--- config.mk ---
export PLATFORM = sky130hd
export DESIGN_NAME = wb_stage_reg
export DESIGN_NICKNAME = d
export VERILOG_FILES = /design/src/rtl/wb_stage_reg_pkg.sv /design/src/rtl/wb_lane_sanitise.sv /design/src/rtl/wb_stage_reg.sv
export SDC_FILE = /design/constraint.sdc
export NUM_CORES = 1
export LEC_CHECK = 0
export ABC_CLOCK_PERIOD_IN_PS = 5400
export BUFFER_PORTS_ARGS = -buffer_cell sky130_fd_sc_hd__buf_4
export CORE_MARGIN = 4
export CORE_UTILIZATION = 56
export CTS_BUF_LIST = sky130_fd_sc_hd__clkbuf_8
export DETAILED_ROUTE_END_ITERATION = 12
export PLACE_DENSITY = 0.95
export REMOVE_ABC_BUFFERS = 1
export SLEW_MARGIN = 20
export SYNTH_ARGS = -nofsm -noshare
export SYNTH_HDL_FRONTEND = slang
export SYNTH_SLANG_ARGS = --single-unit
export TNS_END_PERCENT = 10
--- constraint.sdc ---
create_clock -name clk -period 5.4 [get_ports clk]
set_clock_uncertainty 0.1 [all_clocks]
set_input_delay 0.54 -clock clk [delete_from_list [all_inputs] [get_ports clk]]
set_output_delay 0.54 -clock clk [all_outputs]
set_load 0.02 [all_outputs]
--- src/rtl/wb_stage_reg_pkg.sv ---
// Shared constants and types for the MEM/WB write-back stage.
package wb_stage_reg_pkg;

    localparam logic Stop         = 1'b1;
    localparam logic NoStop       = 1'b0;
    localparam logic WriteEnable  = 1'b1;
    localparam logic WriteDisable = 1'b0;

    localparam logic [4:0]  NOPRegAddr = 5'd0;
    localparam logic [31:0] ZeroWord   = 32'h0000_0000;

    // InstretBus: retired-instruction counter, bits 63:0
    typedef logic [63:0] instret_bus_t;

    localparam int MaxLanes = 4;
    // Wide enough to hold a popcount of up to MaxLanes lanes
    localparam int CntW = 3;

endpackage

--- src/rtl/wb_lane_sanitise.sv ---
// Combinational write-enable sanitiser: drops invalid, x0 and shadowed
// lane writes, and counts the valid lanes for instret.
module wb_lane_sanitise
    import wb_stage_reg_pkg::*;
#(
    parameter int LANES  = 1,
    parameter int ADDR_W = 5
) (
    input  logic [LANES-1:0]        mem_valid,
    input  logic [LANES*ADDR_W-1:0] mem_wd,
    input  logic [LANES-1:0]        mem_wreg,
    output logic [LANES-1:0]        wreg_san,
    output logic [CntW-1:0]         valid_cnt
);

    logic [LANES-1:0] wreg_raw;

    genvar gi;
    generate
        for (gi = 0; gi < LANES; gi++) begin : g_lane
            logic shadowed;

            assign wreg_raw[gi] = (mem_wreg[gi] == WriteEnable) & mem_valid[gi]
                                & (mem_wd[gi*ADDR_W +: ADDR_W] != '0);

            // A later lane writing the same register makes this write dead
            always_comb begin
                shadowed = 1'b0;
                for (int j = gi + 1; j < LANES; j++) begin
                    if (wreg_raw[j] &&
                        (mem_wd[j*ADDR_W +: ADDR_W] == mem_wd[gi*ADDR_W +: ADDR_W])) begin
                        shadowed = 1'b1;
                    end
                end
            end

            assign wreg_san[gi] = wreg_raw[gi] & ~shadowed;
        end
    endgenerate

    always_comb begin
        valid_cnt = '0;
        for (int i = 0; i < LANES; i++) begin
            valid_cnt = valid_cnt + CntW'(mem_valid[i]);
        end
    end

endmodule

--- src/rtl/wb_stage_reg.sv ---
// Multi-lane MEM/WB pipeline register with flush, stall handling,
// write-enable sanitising and a 64-bit retired-instruction counter.
module wb_stage_reg
    import wb_stage_reg_pkg::*;
#(
    parameter int LANES     = 1,
    parameter int ADDR_W    = 5,
    parameter int DATA_W    = 32,
    parameter int STALL_W   = 6,
    parameter int STAGE_IDX = 4
) (
    input  logic                    clk,
    input  logic                    rst,
    input  logic [LANES-1:0]        mem_valid,
    input  logic [LANES*ADDR_W-1:0] mem_wd,
    input  logic [LANES-1:0]        mem_wreg,
    input  logic [LANES*DATA_W-1:0] mem_wdata,
    input  logic [STALL_W-1:0]      stall,
    input  logic                    flush,
    output logic [LANES-1:0]        wb_valid,
    output logic [LANES*ADDR_W-1:0] wb_wd,
    output logic [LANES-1:0]        wb_wreg,
    output logic [LANES*DATA_W-1:0] wb_wdata,
    output logic [63:0]             instret
);

    generate
        if (STAGE_IDX < 0 || STAGE_IDX > STALL_W - 2 || LANES < 1 || LANES > MaxLanes) begin : g_param_check
            $error("wb_stage_reg: illegal LANES or STAGE_IDX");
        end
    endgenerate

    logic s_cur;
    logic s_nxt;
    logic unused_stall;

    assign s_cur = stall[STAGE_IDX];
    assign s_nxt = stall[STAGE_IDX+1];
    // Only two bits of the shared stall vector matter to this stage
    assign unused_stall = ^stall;

    logic [LANES-1:0] wreg_san;
    logic [CntW-1:0]  valid_cnt;

    wb_lane_sanitise #(
        .LANES (LANES),
        .ADDR_W(ADDR_W)
    ) u_sanitise (
        .mem_valid(mem_valid),
        .mem_wd   (mem_wd),
        .mem_wreg (mem_wreg),
        .wreg_san (wreg_san),
        .valid_cnt(valid_cnt)
    );

    logic [LANES-1:0]        wb_valid_reg;
    logic [LANES*ADDR_W-1:0] wb_wd_reg;
    logic [LANES-1:0]        wb_wreg_reg;
    logic [LANES*DATA_W-1:0] wb_wdata_reg;
    instret_bus_t            instret_reg;
    instret_bus_t            instret_next;

    assign instret_next = instret_reg + instret_bus_t'(valid_cnt);

    // Flush beats stall; a stalled stage with a running successor drains to a bubble
    always_ff @(posedge clk) begin
        if (rst) begin
            wb_valid_reg <= '0;
            wb_wd_reg    <= '0;
            wb_wreg_reg  <= '0;
            wb_wdata_reg <= '0;
            instret_reg  <= '0;
        end else if (flush || (s_cur == Stop && s_nxt == NoStop)) begin
            wb_valid_reg <= '0;
            wb_wd_reg    <= '0;
            wb_wreg_reg  <= '0;
            wb_wdata_reg <= '0;
        end else if (s_cur == NoStop) begin
            wb_valid_reg <= mem_valid;
            wb_wd_reg    <= mem_wd;
            wb_wreg_reg  <= wreg_san;
            wb_wdata_reg <= mem_wdata;
            instret_reg  <= instret_next;
        end
    end

    assign wb_valid = wb_valid_reg;
    assign wb_wd    = wb_wd_reg;
    assign wb_wreg  = wb_wreg_reg;
    assign wb_wdata = wb_wdata_reg;
    assign instret  = instret_reg;

endmodule
# Yosys cells after proc, flatten, opt, wreduce, memory -nomap -nowiden
# Index checks and enable logic that the tools add are counted.
# word_totals
reg_bits	103
inputBits	48
output_inout_bits	103
elab_cells	16
# classes
addsub	1
bitwise	5
reduce_logical	5
# op_table
operator	count
adder 64 x 1 -> 64 bit	1
nonzero test 5 bit	1
NOT 1 bit	3
AND 1 bit	2
AND reduction 2 bit	1
OR reduction 2 bit	1
logical AND 1 bit	1
logical OR 1 bit	1

# Logic depth before layout (Yosys ltp)
# logic_depth
depth_word	5
ltp_mapped	9
mapped_depth_nobuf	7

# Modules after synthesis
# A second synthesis with hierarchy kept.
# hier_totals
cells_unflattened	522
area_unflattened_um2	4650.7
# by_module_without_submodules
module	n_inst	cells_per_inst	area_each_um2	seq_area_each_um2
wb_stage_reg	1	516	4608.2	2062.0
wb_lane_sanitise	1	6	42.5	0.0

# Worst setup path before layout
# OpenSTA, ideal clock, no wires.
# synth_timing
path_kind	input-to-reg
from	input stall[4]
to	register instret_reg[58], in the netlist instret[58]
setup_time_ps	132
arrival_time_ps	2044
required_ps	5168
slack_ps	3124
path_stages	8
n_path_buf	3
cell_sequence	buf_2 -> or3b_4 -> nor3_2 -> nand3_4 -> buf_6 -> buf_2 -> o31ai_1 -> a21oi_1
# synth_via
elab_chain_len	4
elab_cells_between_ends	5
classes_between	bitwise (2); reduce/logical (3)
# synth_rtl
item	line_no	text
start: declaration	wb_stage_reg.sv:18	input logic [STALL_W-1:0] stall,
logical AND 1 bit	wb_stage_reg.sv:73	end else if (flush || (s_cur == Stop && s_nxt == NoStop)) begin
logical OR 1 bit	wb_stage_reg.sv:73	
NOT 1 bit (no line)	n/a	
AND reduction 2 bit (no line) *	n/a	
end signal: assignment	wb_stage_reg.sv:83	instret_reg <= instret_next;
end: declaration	wb_stage_reg.sv:60	instret_bus_t instret_reg;
# Mark *: on every way between the ends. The rest lies on a longest branch, timed or not.
# A chain may end at the register's enable or synchronous reset.

# Worst setup path in the final report
# layout_timing
from	register instret_reg[0], in the netlist instret[0]
to	register instret_reg[49], in the netlist instret[49]
# layout_via
elab_chain_len	1
# layout_rtl
item	line_no	text
adder 64 x 1 -> 64 bit	wb_stage_reg.sv:63	assign instret_next = instret_reg + instret_bus_t'(valid_cnt);
# No other way between the ends.

==> results.cfg <==
[logic_synthesis]
synth_top_area_cell = dfxtp_1
synth_seq_cells = 103
synth_enable_flop_cells = 0
avgSynthCellArea_um2 = 9.01
syn_area_um2 = 4470
async_reset_ff_share_pct = 0
post-synth-top-count-cell = dfxtp_1
netlist_top_cells_area = dfxtp_1 46%, mux2i_1 8.3%, nor2_1 6.6%
synthCells = 496
synth_commonest_cells = 103 x dfxtp_1, 78 x nor2_1, 37 x mux2i_1
ys.flop_type = dfxtp_1
yosys_warnings = 0
yosysUniqueCellTypes = 40
synth_top_cell_area_share_pct = 46.1
seq_area_frac_synth_pct = 46.1

[timing]
period_share_pct = 51.9
fmax_mhz = 357
max_slew_margin_pct = 48.0
worstMarginPinSlew_ns = 0.773
fin_crit_ns = 2.80
tns_ns = 0
finalHoldViolations = 0
rsz0062_at_grt = no
slew_viol_final = 0
setup_violations = 0
fin_ws_ns = 2.60

[detailed_routing]
antenna_left = 0
viasPerCell = 5.71
drt_pass1_iterations = 4
drc = 0
post_drt_wl_per_cell_um = 16.1
totalWireLength_um = 11900
drtIter0Drc = 176
vias = 4220

[global_route]
antenna_found_initial = 0
grt_pass1_vias = 4133
grt_max_degree = 66
gr-usage-all-layers_pct = 25.0
grt_pass1_wl_um = 19700
gr-total-overflow = 0

[clock_tree]
cts_max_level = 3
ctsHoldBuffers = 0
cts.sinks = 103
cts_tree = built
cts_setup_buffers = 0
cts_resized = 0
clk_latency_ns = 0.37
clk_pin_slew_worst_paths_ns = 0.10
clockRootBuffer = clkbuf_8
numCtsBuffers = 9
clk_path_buf_depth = 2

[hold_path]
min_to = wb_wdata[12]
min_from = mem_wdata[12]
hold_class = primary input to register
holdPathStages = 3

[placed_design]
pre_cts_slack_ns = 2.28
port_buffers = 146
post-dp-hpwl_um = 8650
gp_congestion = 0.772

[floorplan]
die-height_um = 97.3
initial_utilization_pct = 57.8
pin_count = 151
floorplan.die.width_um = 97.3
core_um2 = 7730
rows = 32
die-area_um2 = 9470

[layout]
diodes = 0
drive_gt1_share_pct = 27.8
largest_reg_flops = 64
area_delta_synth_final_pct = 31.0
finalNetCount = 682
n_fill_cell = 526

[critical_path]
r2r_slack_ns = 2.60
worstSetupPathType = register to register
timing.rr.start = instret[0]
crit_required_ns = 5.60
cp-end-kind = register
crit_fanout = 16
reg2reg_depth = 6
crit_path_max_incr_delay_ns = 0.69
startpoint_type = register
critPathSlowestCell = or4b_1
reg2reg_to = instret[49]
critical_path_arrival_ns = 3.00
worstPathCellList = ha_1 -> nand3_1 -> nor3_1 -> nand4_1 -> or4b_1 -> a21oi_1

[power]
p_leak_nw = 2.39
total_power_w = 0.00144
vdd_drop_max_mv = 0.148
cellPowerDensity_nw_per_um2 = 247

[run]
drv_cap = 0

[run_status]
outcome = completed
## report_power, final
| part | internal (W) | switching, W | total (W) | leakage (nW) |
|---|---|---|---|---|
| clock network | 0.000319 | 0.000259 | 0.000578 | 0.120 |
| logic | 0.0000454 | 0.0000477 | 0.0000931 | 1.44 |
| registers | 0.000767 | 0.00000496 | 0.000772 | 0.832 |
| total | 0.00113 | 0.000312 | 0.00144 | 2.39 |
## worst max-delay path: cells and delay by family, from the launching register on
family                     cells  cell delay, ns
DFF                            1            0.37
and+or+nand+nor                4            1.92
adders and majority gates      1            0.17
AOI/OAI and AO/OA              1            0.15
## per-layer routing
layer | track usage (%) | vias to the layer above | share of wire, %
met5 | 0 | - | 0
met1 | 28.7 | 1968 | 39
met3 | 9.19 | 20 | 10
met4 | 9.80 | 0 | 2.0
met2 | 42.4 | 184 | 48
li1 | - | 2048 | -
## final cells by class
cell class | count | area (um^2) | share of cell area [%]
clock buffers | 10 | 138 | 2.35
repair buffers | 147 | 1100 | 18.9
multi-input cells | 361 | 2280 | 38.9
well taps | 102 | 128 | 2.18
flip-flops and latches | 103 | 2060 | 35.2
clock inverters | 6 | 109 | 1.86
inverters | 10 | 37.5 | 0.641
## metrics by stage
stage,hold WS [ns],utilization (%),instance area (um^2),instances
finish,0.297,75.7,5850,739
floorplan,0.436,-,4370,474
CTS,0.292,75.7,5850,739
global route,0.286,75.7,5850,739
detailed placement,0.358,72.6,5610,723
global placement,0.353,72.6,5610,723
## cell usage in the layout, fill, tap and decap left out, drive strengths merged, types with 12 or more instances in the layout
cell type / n
nand2: 28
xnor2: 12
nand3: 19
nor2: 78
dfxtp: 103
buf: 147
or3: 18
xor2: 18
o21ai: 21
a21oi: 35
mux2i: 37
nand4: 28
## worst max-delay path by stage
stage	start	to	slack [ns]	depth (start not counted)
2_1_floorplan	stall[4]	wb_valid	2.39	3
3_3_place_gp	stall[4]	instret[49]	2.33	6
3_5_place_dp	stall[4]	instret[49]	2.28	6
4_1_cts	instret[0]	instret[49]	2.60	6
5_1_grt	instret[0]	instret[59]	2.40	6
6_report	instret[0]	instret[49]	2.60	6
## logic make-up after synthesis
kind of cell             Yosys count  share of synthesized area, %
flip-flops                       103                          46.1
XOR/XNOR                          30                          5.88
buffers and inverters             32                          3.00
multiplexers                      37                          8.29
adder cells (fa/ha/maj)            2                         0.560
AND/OR/NAND/NOR                  222                          27.4
AO/OA/AOI/OAI                     70                          8.74
No activity file was read; power rests on OpenSTA's default activity.
